### config.mk
export PLATFORM = sky130hd
export DESIGN_NAME = uart_xcvr
export DESIGN_NICKNAME = d
export VERILOG_FILES = /design/src/rtl/uart_xcvr.sv
export SDC_FILE = /design/constraint.sdc
export NUM_CORES = 1
export LEC_CHECK = 0
export CORE_ASPECT_RATIO = 0.7
export CORE_MARGIN = 1.5
export CORE_UTILIZATION = 58
export CTS_BUF_LIST = sky130_fd_sc_hd__clkbuf_4 sky130_fd_sc_hd__clkbuf_8
export DETAILED_ROUTE_END_ITERATION = 8
export MAX_ROUTING_LAYER = met4
export PLACE_DENSITY_LB_ADDON = 0.15
export SLEW_MARGIN = 5
export SYNTH_ARGS = -nofsm -noshare
export SYNTH_HDL_FRONTEND = slang
export SYNTH_SLANG_ARGS = --single-unit
### constraint.sdc
create_clock -name ClK -period 1.78 [get_ports ClK]
set_input_delay 0.178 -clock ClK [delete_from_list [all_inputs] [get_ports ClK]]
set_output_delay 0.178 -clock ClK [all_outputs]
set_load 0.02 [all_outputs]
### src/rtl/uart_xcvr.sv
// uart_xcvr: 8N1 UART transceiver with internal TX-to-RX loopback for BIST
module uart_xcvr #(
  parameter int CLKS_PER_BIT = 16
) (
  input  logic       ClK,
  input  logic       Clear_n,
  input  logic       Transmit_Start,
  input  logic [7:0] Tx_Data,
  input  logic       BIST_Mode,
  input  logic       Serial_In,
  output logic       Serial_Out,
  output logic       Tx_Busy,
  output logic [7:0] Rx_Data,
  output logic       Data_Rdy,
  output logic       Framing_Error
);
  localparam int CW = $clog2(CLKS_PER_BIT);
  typedef enum logic [1:0] {TX_IDLE, TX_START, TX_DATA, TX_STOP} tx_state_t;
  typedef enum logic [2:0] {RX_IDLE, RX_START, RX_DATA, RX_STOP, RX_BREAK} rx_state_t;
  tx_state_t tx_st;
  rx_state_t rx_st;
  logic [CW-1:0] tx_cnt, rx_cnt;
  logic [2:0] tx_idx, rx_idx;
  logic [7:0] tx_sh, rx_sh;
  logic tx_line, tx_line_n, tx_last, rx_last, rx_half, rx_sel, s1, s2;
  always_comb begin
    tx_last = tx_cnt == CW'(CLKS_PER_BIT - 1);
    rx_last = rx_cnt == CW'(CLKS_PER_BIT - 1);
    rx_half = rx_cnt == CW'(CLKS_PER_BIT / 2 - 1);
    rx_sel = BIST_Mode ? tx_line : Serial_In;
    tx_line_n = (tx_st == TX_IDLE) ? !Transmit_Start :
                !tx_last ? tx_line :
                (tx_st == TX_START) ? tx_sh[0] :
                (tx_st == TX_DATA && tx_idx != 3'd7) ? tx_sh[1] : 1'b1;
  end
  always_ff @(posedge ClK) begin
    if (!Clear_n) begin
      tx_st <= TX_IDLE;
      tx_cnt <= '0;
      tx_idx <= '0;
      tx_sh <= '0;
      tx_line <= 1'b1;
      Serial_Out <= 1'b1;
      Tx_Busy <= 1'b0;
    end else begin
      tx_line <= tx_line_n;
      Serial_Out <= tx_line_n | BIST_Mode;
      tx_cnt <= (tx_st == TX_IDLE || tx_last) ? '0 : tx_cnt + CW'(1);
      case (tx_st)
        TX_IDLE: if (Transmit_Start) begin
          tx_st <= TX_START;
          tx_sh <= Tx_Data;
          Tx_Busy <= 1'b1;
        end
        TX_START: if (tx_last) begin
          tx_st <= TX_DATA;
          tx_idx <= '0;
        end
        TX_DATA: if (tx_last) begin
          tx_sh <= tx_sh >> 1;
          tx_idx <= tx_idx + 3'd1;
          if (tx_idx == 3'd7) tx_st <= TX_STOP;
        end
        TX_STOP: if (tx_last) begin
          tx_st <= TX_IDLE;
          Tx_Busy <= 1'b0;
        end
        default: tx_st <= TX_IDLE;
      endcase
    end
  end
  always_ff @(posedge ClK) begin
    if (!Clear_n) begin
      s1 <= 1'b1;
      s2 <= 1'b1;
      rx_st <= RX_IDLE;
      rx_cnt <= '0;
      rx_idx <= '0;
      rx_sh <= '0;
      Rx_Data <= '0;
      Data_Rdy <= 1'b0;
      Framing_Error <= 1'b0;
    end else begin
      s1 <= rx_sel;
      s2 <= s1;
      Data_Rdy <= 1'b0;
      Framing_Error <= 1'b0;
      case (rx_st)
        RX_IDLE: begin
          rx_cnt <= '0;
          if (!s2) rx_st <= RX_START;
        end
        RX_START: begin
          rx_cnt <= rx_half ? '0 : rx_cnt + CW'(1);
          rx_idx <= '0;
          if (rx_half) rx_st <= s2 ? RX_IDLE : RX_DATA;
        end
        RX_DATA: begin
          rx_cnt <= rx_last ? '0 : rx_cnt + CW'(1);
          if (rx_last) begin
            rx_sh <= {s2, rx_sh[7:1]};
            rx_idx <= rx_idx + 3'd1;
            if (rx_idx == 3'd7) rx_st <= RX_STOP;
          end
        end
        RX_STOP: begin
          rx_cnt <= rx_last ? '0 : rx_cnt + CW'(1);
          if (rx_last) begin
            rx_st <= s2 ? RX_IDLE : RX_BREAK;
            Data_Rdy <= s2;
            Framing_Error <= !s2;
            if (s2) Rx_Data <= rx_sh;
          end
        end
        RX_BREAK: begin
          rx_cnt <= '0;
          if (s2) rx_st <= RX_IDLE;
        end
        default: rx_st <= RX_IDLE;
      endcase
    end
  end
endmodule

# Word level (Yosys, flattened, before mapping)
# Index checks and enable logic that the tools add are counted.
# W data, S select, Z words.
# totals
elab_cells,103
ff_bits,50
inputBits,13
output_inout_bits,12
# op_classes
eq_ne,24
n_bitwise,2
reduce_logical,23
n_addsub,4
muxes,34
# op_table
operator,n
$mux W3,10
$ne A2 B2 Y1 const B,10
$mux W8,2
$pmux W8 S2,1
$pmux W3 S5,1
$reduce_and A3 Y1,5
$mux W2,6
$pmux W3 S2,2
$pmux W4 S3,1
$eq A3 B3 Y1 const B,3
$add A4 B1 Y4 const B,2
$eq A4 B4 Y1 const B,2
$mux W4,2
$pmux W2 S4,1
$reduce_bool A2 Y1,4
$mux W1,7
$add A3 B1 Y3 const B,2
$eq A3 B2 Y1 const B,2
$reduce_and A6 Y1,1
$reduce_or A2 Y1,3
$reduce_and A5 Y1,1
$eq A2 B2 Y1 const B,2
$eq A4 B3 Y1 const B,1
$reduce_and A2 Y1,2
other kinds (13),14

# Logic depth before layout (Yosys ltp)
# depth
ltp_word,7
depth_mapped,7
depth_no_buf,6

# Worst setup path before layout
# No wires, ideal clock.
# synth_path
path_type,register to register
start,reg tx_st[0]
end,reg tx_st[1]
path_stages_with_launch,7
path_slack_ns,0.165
arrival_time_ns,1.486
required_time_ns,1.651
setup_time_ns,0.129
path_buffers,0
period_less_slack_ns,1.615
cell_sequence,dfxtp_1 inv_1 ha_1 or3_1 a31oi_1 mux2i_1 nor2_1
# synth_between
elab_chain_cells,3
elab_cells_between_ends,11
cone_classes,8 x eq/ne; 1 x mux; 2 x reduce/logical
# synth_lines
element,line,rtl
"start, declared",20,tx_state_t tx_st;
"start signal, assigned",38,tx_st <= TX_IDLE;
"start signal, assigned",51,tx_st <= TX_START;
"start signal, assigned",56,tx_st <= TX_DATA;
"$eq A2 B2 Y1, or another cell as far along",49,case (tx_st)
$ne A2 B1 Y1 (no line) / $ne A2 B2 Y1 (equally long branches),n/a,
$reduce_and A5 Y1 (no line),n/a,
# Parallel ways exist; a longest one is shown, timed or not.
# A chain may end at the register's enable or synchronous reset.

# Final worst setup path
# layout_path
start,reg tx_st[0]
end,reg tx_st[0]
# Same word-level chain as after synthesis.

==> results.md <==
* Status: finished clean
* Synthesized area at ~2300 µm²
* Row count at 18
* Worst slack, placed at 0.0484 ns
* Final worst setup slack at roughly 0.072 ns
* Global route overflow at 0
* Pwr dens at approximately 1200 nW/µm²
* Nets at about 280
* Synthesis-to-finish area growth at 20.3%
* Maximum vdd drop at between 0.7 and 0.8 mV
* Io pins at 25
* Hold path start: s1
* Crit-path cells: inv_1 -> ha_2 -> nor2b_1 -> a211oi_4 -> buf_12 -> and3_1 -> o21a_1
* Worst skew pair latency at 0.31 ns
* Clock tree buffer depth at 2
* Hold path endpoint: s2
* Vias/cell at 5.41
* PortBufs at 24
* Worst Tran Pin Value at 0.470 ns
* Crit path kind: flop to flop
* Top-area cell type share of the netlist area at 0.442
* Syn Nets at about 250
* Worst slew margin at 0.686
* CTS tree: yes
* CP endpoint kind: flop
* Fin. Hold Viols at 0
* First-pass GRT wire length at 6780 µm
* FMAX at 585 MHz
* Final ANT Viol Nets at 0
* Leakage at 0.00101 µW
* RSZ-0062 raised after global routing: false
* Wirelength per Cell at 13.2 µm
* HP Class: flop to flop
* Initial antenna violation count at 0
* Core Footprint at 3630 µm²
* Starting Density at 0.625
* DRC Markers at 0
* Synth area leader: dfxtp_1
* Hold path depth at 1
* Routability cong. at 0.954
* Largest net degree at the start of global routing at 24
* # setup viols final at 0
* Reg-to-reg setup timing slack at just over 0.07 ns
* Worst Setup Start Kind: flop
* Synth top area cells: dfxtp_1, mux2i_1, nor2_1
* Largest stage delay, worst path at 0.35 ns
* Register area share after synthesis at 0.442
* Minimum clock period at 1.71 ns
* Num CTS Buffers at 5
* YS warnings at 0
* Die area at about 4300 µm²
* Fill count at ~260
* Die X at 77.7 µm
* Crit-path slowest cell: nor2b_1
* Max-Cap Viols at 0
* Reg-to-reg endpoint: tx_st[0]
* Total Routed Length at 4120 µm
* Diode count at 0
* Mean post-synth cell area at 9.86 µm²
* Initial drt markers at roughly 90
* TritonRoute pass-1 iters at 4
* Reg2reg start: tx_st[0]
* Req. time, crit path at 1.99 ns
* Root Buffer: clkbuf_8
* Worst-path clk slew at 0.09 ns
* Synth cell types at 43
* HPWL Detailed at 2820 µm
* Vias in the first global route at between 1,500 and 2,000
* Gate Count Post-Synth at 230
* Reg2reg path depth at 7
* Number of synthesized register bits at 50
* Arrival @ worst endpoint at 1.92 ns
* Tcrit/Tclk final at 0.960
* TNS Setup at 0 ns
* Total Routing Usage GR at 0.208
* Clock sink count at 50
* Total number of vias at 1,682
* Clock skew at 0.0126 ns
* Share of cells above drive strength 1 at 0.123
* Buffer count from post-CTS setup fixing at 0
* Pins over their slew limit at 0
* Die Y at 55.3 µm
* H-tree level count at 2
* Worst-path maximum fanout at 17
## report_power, final
| group | switching (µW) | leakage (µW) | total [µW] | internal [µW] |
|---|---|---|---|---|
| Sequential | 111 | 0.000407 | 1380 | 1270 |
| Combinational | 561 | 0.000544 | 1080 | 517 |
| Clock | 393 | 0.0000587 | 819 | 426 |
| Total | 1070 | 0.00101 | 3270 | 2210 |
## through the flow
| stage | utilization | instances | power, µW | cell area, µm² | hold WS [ns] |
|---|---|---|---|---|---|
| global route | 0.752 | 311 | 3460 | 2730 | 0.447 |
| floorplan | - | 230 | 2160 | 2270 | 0.251 |
| global placement | 0.714 | 303 | 2410 | 2590 | 0.396 |
| finish | 0.752 | 311 | 3270 | 2730 | 0.420 |
| CTS | 0.746 | 311 | 3250 | 2710 | 0.421 |
| detailed placement | 0.714 | 303 | 2440 | 2590 | 0.397 |
## placed cells by master, fill, tap and decap left out, drive strengths merged, types with 2 or more instances in the layout
cell type      synthesis  layout
a31oi                  2       2
nor2b                 17      17
ha                    10      10
buf                    6       9
nor3                   5       5
xnor2                  2       2
clkdlybuf4s50          0      24
nand2                 12      12
nor2                  35      35
or3                    2       2
dfxtp                 50      50
nor3b                  2       2
and3                   2       2
xor2                   2       2
a22oi                  3       3
clkbuf                 4       5
nand2b                 6       6
inv                    4       5
nand3b                 3       3
a32oi                  2       2
mux2i                 31      31
o21ai                  3       3
a21oi                  3       3
nand3                  6       6
a211oi                 8       8
## state kept, by name, indices dropped and copies added (netlist names), 2 cells and up
name,cells
tx_cnt,4
tx_idx,3
rx_st,3
rx_sh,8
tx_st,2
rx_idx,3
Rx_Data,8
tx_sh,8
rx_cnt,4
## layer usage
| metal | vias up | global-route usage | wire (µm) |
|---|---|---|---|
| met5 | - | - | 0 |
| met4 | 0 | 0.0701 | 45 |
| met3 | 5 | 0.0612 | 228 |
| met2 | 40 | 0.312 | 1770 |
| met1 | 783 | 0.269 | 2080 |
| li1 | 854 | - | - |
## worst max-delay path by stage
stage / startpoint / to / slack, ns / depth (start not counted)
floorplan: tx_st[0] / tx_st[1] / 0.17 / 6
global placement: tx_idx[0] / Serial_Out / 0.14 / 6
detailed placement: tx_st[0] / tx_sh[4] / 0.05 / 7
CTS: tx_st[0] / tx_sh[4] / 0.03 / 7
global route: tx_cnt[0] / tx_sh[4] / 0.006 / 6
finish: tx_st[0] / tx_st[0] / 0.07 / 7
## final cells by class
class | count | area, µm² | share of cell area
repair buffers | 33 | 324 | 0.119
flip-flops and latches | 50 | 1000 | 0.368
well taps | 50 | 62.6 | 0.0229
multi-input cells | 166 | 1210 | 0.442
clock inverters | 3 | 47.5 | 0.0174
inverters | 4 | 15.0 | 0.00550
clock buffers | 5 | 68.8 | 0.0252
## cells by family (layout without fill, tap and decap cells)
group | count (synthesis) | after routing | synth area share
and+or+nand+nor | 94 | 94 | 0.220
DFF | 50 | 50 | 0.442
muxes | 32 | 32 | 0.142
AOI/OAI and AO/OA | 26 | 26 | 0.0922
buffers and inverters | 14 | 45 | 0.0337
adders and majority gates | 10 | 10 | 0.0552
xor gates and xnor gates | 4 | 4 | 0.0155
## what timing repair did
action	in CTS	in global routing
hold buffers	0	0
endpoints found under the setup margin	0	9
resized for setup	0	7
## synth_stat cells, drive strengths merged
library cell	count
dfxtp	50
nor2	35
mux2i	31
nor2b	17
nand2	12
ha	10
a211oi	8
buf	6
nand2b	6
nand3	6
nor3	5
clkbuf	4
inv	4
a21oi	3
a22oi	3
nand3b	3
o21ai	3
a31oi	2
a32oi	2
and3	2
nor3b	2
or3	2
xnor2	2
xor2	2
a22o	1
and2	1
mux2	1
nand4	1
nand4b	1
nor4	1
o211a	1
o21a	1
o311a	1
o31ai	1
## worst max-delay path: cells and delay by family (launching register included)
family	cells	cell delay [ns]
and+or+nand+nor	2	0.49
DFF	1	0.34
buffers and inverters	2	0.27
adders and majority gates	1	0.26
AOI/OAI and AO/OA	2	0.24
No activity file was read; power rests on OpenSTA's default activity.
